### src/rtl/uart_rx.sv
`timescale 1ns/1ps
// uart_rx: 8N1 UART receiver whose bit timer is re-phased on every start edge.
// Define UART_PARITY_EN to add one even-parity bit between D7 and STOP.
module uart_rx #(
  parameter int SYSTEM_CLOCK_FREQ = 100000000,
  parameter int BAUD_RATE         = 115200
) (
  input  logic       clk,
  input  logic       rst,
  input  logic       rx,
  output logic [7:0] data,
  output logic       valid,
  output logic       frame_err,
  output logic       parity_err,
  output logic       busy
);

  localparam int          DIVIDER   = SYSTEM_CLOCK_FREQ / BAUD_RATE;
  localparam logic [15:0] BIT_LAST  = 16'(DIVIDER - 1);
  localparam logic [15:0] HALF_LAST = 16'(DIVIDER / 2 - 1);

  typedef enum logic [2:0] {IDLE, START, DATA, PARITY, STOP, BREAK} state_t;

  state_t      state_q, state_d;
  logic        rx_meta, rx_s, rx_prev, fall;
  logic [15:0] counter_q, counter_d;
  logic [2:0]  bit_idx_q, bit_idx_d;
  logic [7:0]  shift_q, shift_d, data_d;
  logic        valid_d, frame_err_d, parity_ok;

  // Synchronizer flops reset to the idle line level so reset release never looks like a start edge.
  always_ff @(posedge clk) begin
    if (rst) begin
      rx_meta <= 1'b1;
      rx_s    <= 1'b1;
      rx_prev <= 1'b1;
    end else begin
      // NOTE: non-blocking assignments let this chain shift by one stage per clock; blocking would collapse it.
      rx_meta <= rx;
      rx_s    <= rx_meta;
      rx_prev <= rx_s;
    end
  end

  assign fall = rx_prev & ~rx_s;

`ifdef UART_PARITY_EN
  logic parity_q, parity_d, parity_err_d;

  assign parity_ok = ~(^{shift_q, parity_q});

  always_ff @(posedge clk) begin
    if (rst) begin
      parity_q   <= 1'b0;
      parity_err <= 1'b0;
    end else begin
      parity_q   <= parity_d;
      parity_err <= parity_err_d;
    end
  end
`else
  assign parity_ok  = 1'b1;
  assign parity_err = 1'b0;
`endif

  always_comb begin
    // NOTE: every signal gets a default here so no path through the case leaves one unassigned (no latches).
    state_d     = state_q;
    counter_d   = counter_q + 16'd1;
    bit_idx_d   = bit_idx_q;
    shift_d     = shift_q;
    data_d      = data;
    valid_d     = 1'b0;
    frame_err_d = 1'b0;
`ifdef UART_PARITY_EN
    parity_d     = parity_q;
    parity_err_d = 1'b0;
`endif
    unique case (state_q)
      IDLE: begin
        counter_d = '0;
        if (fall) state_d = START;
      end
      START: begin
        if (counter_q == HALF_LAST) begin
          counter_d = '0;
          bit_idx_d = '0;
          state_d   = rx_s ? IDLE : DATA;
        end
      end
      DATA: begin
        if (counter_q == BIT_LAST) begin
          counter_d = '0;
          shift_d   = {rx_s, shift_q[7:1]};
          bit_idx_d = bit_idx_q + 3'd1;
          if (bit_idx_q == 3'd7) begin
`ifdef UART_PARITY_EN
            state_d = PARITY;
`else
            state_d = STOP;
`endif
          end
        end
      end
`ifdef UART_PARITY_EN
      PARITY: begin
        if (counter_q == BIT_LAST) begin
          counter_d = '0;
          parity_d  = rx_s;
          state_d   = STOP;
        end
      end
`endif
      STOP: begin
        if (counter_q == BIT_LAST) begin
          counter_d = '0;
          // Returning to IDLE at mid-stop leaves half a bit to catch a back-to-back start edge.
          if (!rx_s) begin
            frame_err_d = 1'b1;
            state_d     = BREAK;
          end else if (parity_ok) begin
            data_d  = shift_q;
            valid_d = 1'b1;
            state_d = IDLE;
          end else begin
`ifdef UART_PARITY_EN
            parity_err_d = 1'b1;
`endif
            state_d = IDLE;
          end
        end
      end
      BREAK: begin
        counter_d = '0;
        if (rx_s) state_d = IDLE;
      end
      default: begin
        counter_d = '0;
        state_d   = IDLE;
      end
    endcase
  end

  always_ff @(posedge clk) begin
    if (rst) begin
      state_q   <= IDLE;
      counter_q <= '0;
      bit_idx_q <= '0;
      shift_q   <= '0;
      data      <= '0;
      valid     <= 1'b0;
      frame_err <= 1'b0;
    end else begin
      state_q   <= state_d;
      counter_q <= counter_d;
      bit_idx_q <= bit_idx_d;
      shift_q   <= shift_d;
      data      <= data_d;
      valid     <= valid_d;
      frame_err <= frame_err_d;
    end
  end

  assign busy = (state_q != IDLE);

endmodule

### config.mk
export PLATFORM = sky130hd
export DESIGN_NAME = uart_rx
export DESIGN_NICKNAME = d
export VERILOG_FILES = /design/src/rtl/uart_rx.sv
export SDC_FILE = /design/constraint.sdc
export NUM_CORES = 1
export LEC_CHECK = 0
export CAP_MARGIN = 20
export CELL_PAD_IN_SITES_DETAIL_PLACEMENT = 0
export CELL_PAD_IN_SITES_GLOBAL_PLACEMENT = 1
export CORE_ASPECT_RATIO = 2
export CORE_UTILIZATION = 44
export DETAILED_ROUTE_END_ITERATION = 6
export PLACE_DENSITY = 0.85
export SYNTH_ARGS = -nofsm -noshare
export SYNTH_HDL_FRONTEND = slang
export SYNTH_SLANG_ARGS = --single-unit
### constraint.sdc
create_clock -name clk -period 2.02 [get_ports clk]
set_input_delay 0.202 -clock clk [delete_from_list [all_inputs] [get_ports clk]]
set_output_delay 0.202 -clock clk [all_outputs]
set_load 0.01 [all_outputs]
==> flow_summary.yaml, run 1 <==
sta:
  fin_setup_tns_ps: 0
  fin_crit_sh_pct: 90.70
  finalCriticalPeriod_ps: 1832
  hold_slack_ps: 415.9
  setup_violations: 0
  drv_slew: 0
  grt_setup_unrepaired: "false"
  hold_violations: 0
  clock.fmax_ghz: 0.5458
  fin_skew_ps: 6.951
route:
  routedWlPerCell_um: 12.60
  wl_um: 3401
  drc: 0
  dr.first_iter.drc_count: 22
  m1WireLength_um: 1276
  wl_met3_um: 80
  dr_total_vias: 1366
  viasPerCell: 5.059
  wl_met2_um: 1884
  detail-route-antenna-nets: 0
  dr.pass1.iters: 4
  highest_layer: "met4"
synth:
  synth_ff_type: "dfxtp_1"
  syn_area_per_cell_um2: 9.544
  synthCells: 199
  yosys_warnings: 0
  synth_edf_count: 0
  synth_top_area_share_pct: 45.32
  synth_top_area_cell: "dfxtp_1"
  yosys-top-cells-area: "dfxtp_1 (45%), mux2i_1 (11%), nor2_1 (7.9%)"
  synth_common_cells: "dfxtp_1 (43), nor2_1 (40), mux2i_1 (20)"
  ys_async_sr_fraction_pct: 0
  ys_types: 39
  ys_seq_area_share_pct: 45.32
  syn-num-nets: 206
  synth.most_common_cell: "dfxtp_1"
  ys_ff_latch: 43
  syn_area_um2: 1899
floorplan:
  die_width_um: 48.46
  start_util_pct: 46.00
  dieArea_um2: 4599
  die_h_um: 94.92
  io_pins: 15
  placement_rows: 33
  coreArea_um2: 4129
clock_tree:
  cts_tree: "done"
  clock_sinks: 43
  clockBufferDepth: 2
  clk_pin_slew_ps: 80
  post-cts-setup-buffer-count: 0
  cts-root-buf: "clkbuf_8"
  cts_buffers: 5
  clock_latency_ps: 290
  h-tree-depth: 2
cells_and_area:
  finish.instance_area_um2: 2193
  fin_nets: 225
  insertedDiodeCount: 0
  fillerInstances: 392
  areaGrowthSynthToFinish_pct: 15.48
  drive_gt1_share_pct: 12.84
setup_path:
  cp.required_ps: 2250
  cp_max_fo: 16
  worst-endpoint-arrival_ps: 2060
  end_kind: "register"
  path_class: "register to register"
  crit_path_start_kind: "register"
pwr:
  pwr-share-comb_pct: 12.6
  ir_drop_mv: 0.4089
  pwr-share-clk_pct: 36.0
  power.internal_w: 0.001331
  p_leak_nw: 0.8247
  p_seq_share_pct: 51.5
  swShare_pct: 23.48
  p_switching_w: 0.0004085
  power_density_nw_per_um2: 793.0
global_routing:
  antenna_found_initial: 0
  grt_pass1_vias: 1330
  grt_first_pass_wirelength_um: 5844
  grt_start_max_net_pins: 26
  gr-total-overflow: 0
  track_usage_pct: 17.01
placed_design:
  dpl_cell_area_um2: 2090
  gp_congestion: 0.8410
  post-dp-hpwl_um: 2601
  io_buffers: 13
run:
  cap_violations: 0
worst_hold_path:
  min-delay-path-class: "register to register"
outcome:
  status: "finished, final reports clean"
-- final cells by class --
| class | count | area, µm² | share of cell area (%) |
|---|---|---|---|
| flip-flops and latches | 43 | 860.8 | 39.25 |
| repair buffers | 20 | 182.7 | 8.329 |
| well taps | 52 | 65.06 | 2.966 |
| clock inverters | 1 | 30.03 | 1.369 |
| multi-input cells | 144 | 967.2 | 44.10 |
| inverters | 4 | 15.01 | 0.6845 |
| clock buffers | 6 | 72.57 | 3.309 |
-- registers in the layout (all words and copies together), names as in the netlist --
name / count
counter_q: 16
data: 8
shift_q: 8
bit_idx_q: 3
state_q: 3
frame_err: 1
rx_meta: 1
rx_prev: 1
rx_s: 1
valid: 1
-- repair_timing --
action / 4_1_cts / 5_1_grt
endpoints found under the setup margin: 0 / 16
hold buffers: 0 / 0
gates resized for setup: 0 / 1
-- metal layers --
metal,vias to the layer above,track usage [%]
met5,-,0
li1,698,-
met1,635,15.35
met4,0,12.25
met3,12,3.382
met2,21,32.86
-- through the flow --
stage | power (W) | instances | utilization (%) | setup WS (ps)
5_1_grt | 0.001825 | 270 | 53.12 | 61.64
6_report | 0.001739 | 270 | 53.12 | 187.8
2_1_floorplan | 0.001067 | 199 | - | 237.4
4_1_cts | 0.001765 | 270 | 53.09 | 96.59
3_5_place_dp | 0.001135 | 263 | 50.61 | 99.76
3_3_place_gp | 0.001138 | 263 | 50.61 | 98.98
-- cell usage in the layout, fill, tap and decap left out, types with 2 or more instances in the layout --
master / n
clkdlybuf4s50_1: 13
dfxtp_1: 43
ha_1: 4
a21oi_1: 3
and3_1: 2
nand3_1: 9
xor2_1: 7
nor2_1: 40
nand2_1: 11
and2_1: 2
xnor2_1: 8
nand4_1: 4
nor3_1: 3
or3_1: 2
nand2b_1: 5
inv_1: 4
or2b_2: 2
mux2i_1: 20
or2_2: 4
clkbuf_8: 5
buf_4: 7
-- path summary, 6_finish.rpt --
kind | from | to | slack (ps) | cells past startpoint
min | rx_meta | rx_s | 420 | 1
max reg2reg | counter_q[0] | counter_q[3] | 190 | 6
max | counter_q[0] | counter_q[3] | 190 | 6
min reg2reg | rx_meta | rx_s | 420 | 1
-- critical path, stage by stage, from the launching register on --
cell     delay, ps
dfxtp_1        340
ha_1           240
and3_1         200
and4_4         200
or3_1          340
a21o_2         330
nor2_1         130
-- power groups by stage --
stage,registers (W),logic (W),clock network (W)
6_report,0.000895,0.000219,0.000625
5_1_grt,0.000898,0.000244,0.000682
4_1_cts,0.000895,0.000221,0.000649
3_5_place_dp,0.000914,0.000221,0
3_3_place_gp,0.000915,0.000222,0
2_1_floorplan,0.000906,0.000161,0
-- cells by family after synthesis --
logic type | after synthesis | share of synthesized area [%]
flip-flops | 43 | 45.32
buffers and inverters | 12 | 3.820
adder cells (fa/ha/maj) | 4 | 2.635
multiplexers | 20 | 10.54
other | 1 | 0.1974
XOR/XNOR | 15 | 6.917
AO/OA/AOI/OAI | 10 | 3.754
AND/OR/NAND/NOR | 94 | 26.81
(Power assumes the default switching activity.)
==> inputs of run 2 (changes only) <==
- CORE_UTILIZATION: 44 -> 40
- PLACE_DENSITY: 0.85 -> 0.81
- clock period: 2.02 -> 1.6 ns (I/O delays scaled with it)
==> flow_summary.yaml, run 2 (synthesis gave the netlist of run 1 again) <==
setup_path:
  path_class: "register to register"
  cp.required_ps: 1830
  cp_max_fo: 16
  worst-endpoint-arrival_ps: 1860
  slowest_stage: "dfxtp_2"
  crit_path_max_incr_delay_ps: 340
  end_kind: "register"
  crit_path_start_kind: "register"
  crit_chain: "ha_4, and3_4, and4_4, or3_4, a21o_4, nor2_1"
pwr:
  p_seq_share_pct: 45.1
  power_density_nw_per_um2: 997.4
  pwr-share-comb_pct: 15.6
  pwr-share-clk_pct: 39.3
  p_switching_w: 0.0005734
  power.internal_w: 0.001914
  swShare_pct: 23.05
  p_leak_nw: 0.9772
  ir_drop_mv: 0.6276
floorplan:
  placement_rows: 35
  io_pins: 15
  die_width_um: 50.73
  start_util_pct: 41.31
  die_h_um: 99.45
  coreArea_um2: 4598
  dieArea_um2: 5045
placed_design:
  gp_congestion: 0.7709
  post-dp-hpwl_um: 2761
  dpl_cell_area_um2: 2298
  placed_cells: 287
  io_buffers: 13
  pre_cts_slack_ps: -177.9
sta:
  setup_violations: 17
  hold_slack_ps: 412.5
  hold_violations: 0
  finalCriticalPeriod_ps: 1633
  fin_crit_sh_pct: 102.1
  clock.fmax_ghz: 0.6124
  fin_skew_ps: 7.268
  drv_slew: 0
  setup_ws_ps: -32.83
  grt_setup_unrepaired: "true"
route:
  dr.first_iter.drc_count: 27
  detail-route-antenna-nets: 0
  routedWlPerCell_um: 12.79
  wl_um: 3786
  drc: 0
  viasPerCell: 4.956
  dr.pass1.iters: 4
  dr_total_vias: 1467
worst_hold_path:
  min-delay-path-class: "register to register"
cells_and_area:
  layout_common_cells: "nor2_1 (39), dfxtp_1 (35), buf_4 (26), mux2i_1 (20), clkdlybuf4s50_1 (12)"
  top_register: "counter_q"
  final_common_cell: "nor2_1"
  final_cells: 296
  reg_top3: "counter_q: 16 flops, data: 8 flops, shift_q: 8 flops"
  drive_gt1_share_pct: 28.63
  areaGrowthSynthToFinish_pct: 31.29
  finish.instance_area_um2: 2494
  largest_reg_flops: 16
  insertedDiodeCount: 0
  fillerInstances: 437
  fin_nets: 247
global_routing:
  grt_start_max_net_pins: 17
  track_usage_pct: 16.34
  antenna_found_initial: 0
  grt_pass1_vias: 1447
  grt_first_pass_wirelength_um: 6292
  gr-total-overflow: 0
clock_tree:
  post-cts-setup-buffer-count: 0
  cts_tree: "done"
  h-tree-depth: 2
  clock_sinks: 43
  hold_buffers: 0
  clockBufferDepth: 2
  cts-root-buf: "clkbuf_8"
  clock_latency_ps: 290
  clk_pin_slew_ps: 80
  cts_buffers: 5
outcome:
  failed_checks: "negative setup slack"
  status: "finished, violations left"
run:
  cap_violations: 0
-- run 2: path summary, 6_finish.rpt --
kind         slack (ps)       endpoint          from  cells past startpoint
min                 410           rx_s       rx_meta                      1
max reg2reg         -30  counter_q[14]  counter_q[1]                      6
min reg2reg         410           rx_s       rx_meta                      1
max                 -30  counter_q[14]  counter_q[1]                      6
-- run 2: worst max-delay path: cells and delay by family (launching register included) --
kind,cells,cell delay [ps]
and+or+nand+nor,4,810
DFF,1,340
AOI/OAI and AO/OA,1,280
adders and majority gates,1,150
-- run 2: per-stage QoR --
step | utilization (%) | setup TNS (ps) | power (W)
global route | 54.23 | -2429 | 0.002600
global placement | 49.99 | -2871 | 0.001503
CTS | 53.25 | -237.7 | 0.002498
finish | 54.23 | -357.0 | 0.002487
detailed placement | 49.99 | -2614 | 0.001505
floorplan | - | -483.3 | 0.001354
-- run 2: final cells by class --
class	instances	area [µm²]	share of cell area (%)
Timing Repair Buffer	42	366.6	14.70
Inverter	4	15.01	0.6021
Sequential cell	43	870.8	34.92
Clock inverter	2	60.06	2.408
Multi-Input combinational cell	144	1040	41.70
Tap cell	55	68.82	2.760
Clock buffer	6	72.57	2.910
-- run 2: timing repair --
action / CTS / global route
pin swaps: 3 / 5
setup endpoints to repair: 28 / 38
cloned: 0 / 1
resized for setup: 8 / 11
-- run 2: power by group through the flow --
stage	Combinational (W)	Sequential, W	Clock (W)
floorplan	0.000205	0.00115	0
global placement	0.000359	0.00114	0
detailed placement	0.000359	0.00115	0
CTS	0.000374	0.00112	0.00100
global route	0.000418	0.00113	0.00105
finish	0.000388	0.00112	0.000978
-- run 2: per-layer routing --
layer  global-route usage (%)  part of all wire [%]  vias to the layer above  routed length (µm)
met4                    9.188                   3.6                        0                 136
met2                    29.54                    58                       19                2210
met5                        0                     0                        -                   0
met1                    17.03                    36                      693                1381
li1                         -                     -                      743                   -
met3                    2.905                   1.5                       12                  57
==> inputs of run 3 (changes only) <==
- CORE_MARGIN: not set -> 2
==> flow_summary.yaml, run 3 (synthesis gave the netlist of run 1 again) <==
pwr:
  p_leak_nw: 1.022
  pwr-share-comb_pct: 17.5
  ir_drop_mv: 0.7201
  p_switching_w: 0.0006023
  swShare_pct: 25.35
  p_seq_share_pct: 47.1
  pwr-share-clk_pct: 35.4
  power_density_nw_per_um2: 924.0
  power.internal_w: 0.001774
floorplan:
  placement_rows: 35
  die_h_um: 101.5
  start_util_pct: 41.31
  io_pins: 15
  die_width_um: 52.73
  dieArea_um2: 5349
  coreArea_um2: 4598
global_routing:
  gr-total-overflow: 0
  grt_start_max_net_pins: 27
  track_usage_pct: 17.20
  antenna_found_initial: 0
  grt_first_pass_wirelength_um: 6844
  grt_pass1_vias: 1567
sta:
  grt_setup_unrepaired: "true"
  drv_slew: 0
  hold_violations: 0
  finalCriticalPeriod_ps: 1679
  setup_ws_ps: -79.07
  setup_violations: 31
  fin_crit_sh_pct: 104.9
  fin_skew_ps: 8.341
  hold_slack_ps: 428.6
  clock.fmax_ghz: 0.5956
setup_path:
  slowest_stage: "dfxtp_2"
  cp.required_ps: 1780
  crit_chain: "nor4_4, nand4_1, buf_4, a22oi_2, buf_4, nand2b_1, a21oi_1"
  critPathTopFamily: "simple AND/OR/NAND/NOR gates"
  end_kind: "register"
  cp-startpoint: "counter_q[12]"
  crit_path_start_kind: "register"
  cp_max_fo: 3
  path_common_cell: "buf_4"
  worst-path-buf-inv: 2
  crit_path_max_incr_delay_ps: 340
  worst-endpoint-arrival_ps: 1860
  path_class: "register to register"
  reg2reg_from: "counter_q[12]"
clock_tree:
  clock_sinks: 43
  clk_pin_slew_ps: 80
  cts-root-buf: "clkbuf_8"
  cts_tree: "done"
  h-tree-depth: 2
  clockBufferDepth: 2
  clock_latency_ps: 300
  cts_buffers: 5
worst_hold_path:
  min-delay-path-class: "primary input to register"
  hold_start: "rx"
outcome:
  failed_checks: "negative setup slack"
  status: "finished, violations left"
cells_and_area:
  layout_common_cells: "nor2_1 (37), dfxtp_1 (32), buf_4 (29), mux2i_1 (20), clkdlybuf4s50_1 (12)"
  areaGrowthSynthToFinish_pct: 35.38
  reg_top3: "counter_q: 16 flops, data: 8 flops, shift_q: 8 flops"
  fin_util_pct: 55.92
  drive_gt1_share_pct: 31.33
  final_common_cell: "nor2_1"
  fin_nets: 255
  top_register: "counter_q"
  finish.instance_area_um2: 2571
  largest_reg_flops: 16
  insertedDiodeCount: 0
route:
  drc: 0
  dr.pass1.iters: 4
  routedWlPerCell_um: 13.38
  viasPerCell: 5.016
  dr.first_iter.drc_count: 15
  dr_total_vias: 1525
  wl_um: 4067
  detail-route-antenna-nets: 0
placed_design:
  gp_congestion: 0.8625
  post-dp-hpwl_um: 2961
  io_buffers: 13
  dpl_cell_area_um2: 2323
run:
  cap_violations: 0
[run 3: cell count changes in the layout (fill, tap and decap cells not counted), moves of 2 or more]
cell	before	now
dfxtp_2	8	11
nor2_1	39	37
buf_4	26	29
buf_6	2	4
nor2_2	1	3
buf_12	1	3
dfxtp_1	35	32
[run 3: final cells by class]
type	count	area, µm²
fillers	427	2027
clock inverters	3	43.79
flip-flops and latches	43	874.6
well taps	55	68.82
multi-input cells	144	1023
repair buffers	50	476.7
inverters	4	15.01
clock buffers	5	68.82
[run 3: power groups by stage]
| stage | registers, W | logic, W | clock network [W] |
|---|---|---|---|
| 6_report | 0.00112 | 0.000417 | 0.000840 |
| 5_1_grt | 0.00112 | 0.000457 | 0.000921 |
| 4_1_cts | 0.00112 | 0.000414 | 0.000864 |
| 3_5_place_dp | 0.00114 | 0.000395 | 0 |
| 3_3_place_gp | 0.00114 | 0.000397 | 0 |
| 2_1_floorplan | 0.00115 | 0.000205 | 0 |
[run 3: path summary, 6_finish.rpt]
| kind | end | cells past startpoint | slack (ps) |
|---|---|---|---|
| setup / recovery | state_q[2] | 7 | -80 |
| hold / removal | rx_meta | 2 | 430 |
| setup reg to reg | state_q[2] | 7 | -80 |
| hold reg to reg | rx_s | 1 | 460 |
[run 3: timing repair]
action,in CTS,in global routing
pin swaps,2,7
cloned,1,1
setup endpoints to repair,28,38
buffers inserted,4,3
hold buffers,0,0
gates resized for setup,11,12
[run 3: metrics by stage]
| stage | instances | setup TNS, ps | power, W | setup slack (ps) |
|---|---|---|---|---|
| finish | 304 | -868.5 | 0.002376 | -79.07 |
| global route | 304 | -4286 | 0.002500 | -175.2 |
| CTS | 300 | -1141 | 0.002396 | -76.03 |
| detailed placement | 287 | -1331 | 0.001539 | -75.86 |
| global placement | 287 | -607.4 | 0.001540 | -38.34 |
| floorplan | 199 | -483.3 | 0.001354 | -51.93 |
[run 3: routing by layer]
layer  track usage, %  up-vias  wire length (µm)
li1                 -      761                 -
met1            15.82      725              1347
met2            32.69       26              2464
met3            3.982       13               105
met4            9.270        0               149
met5                0        -                 0
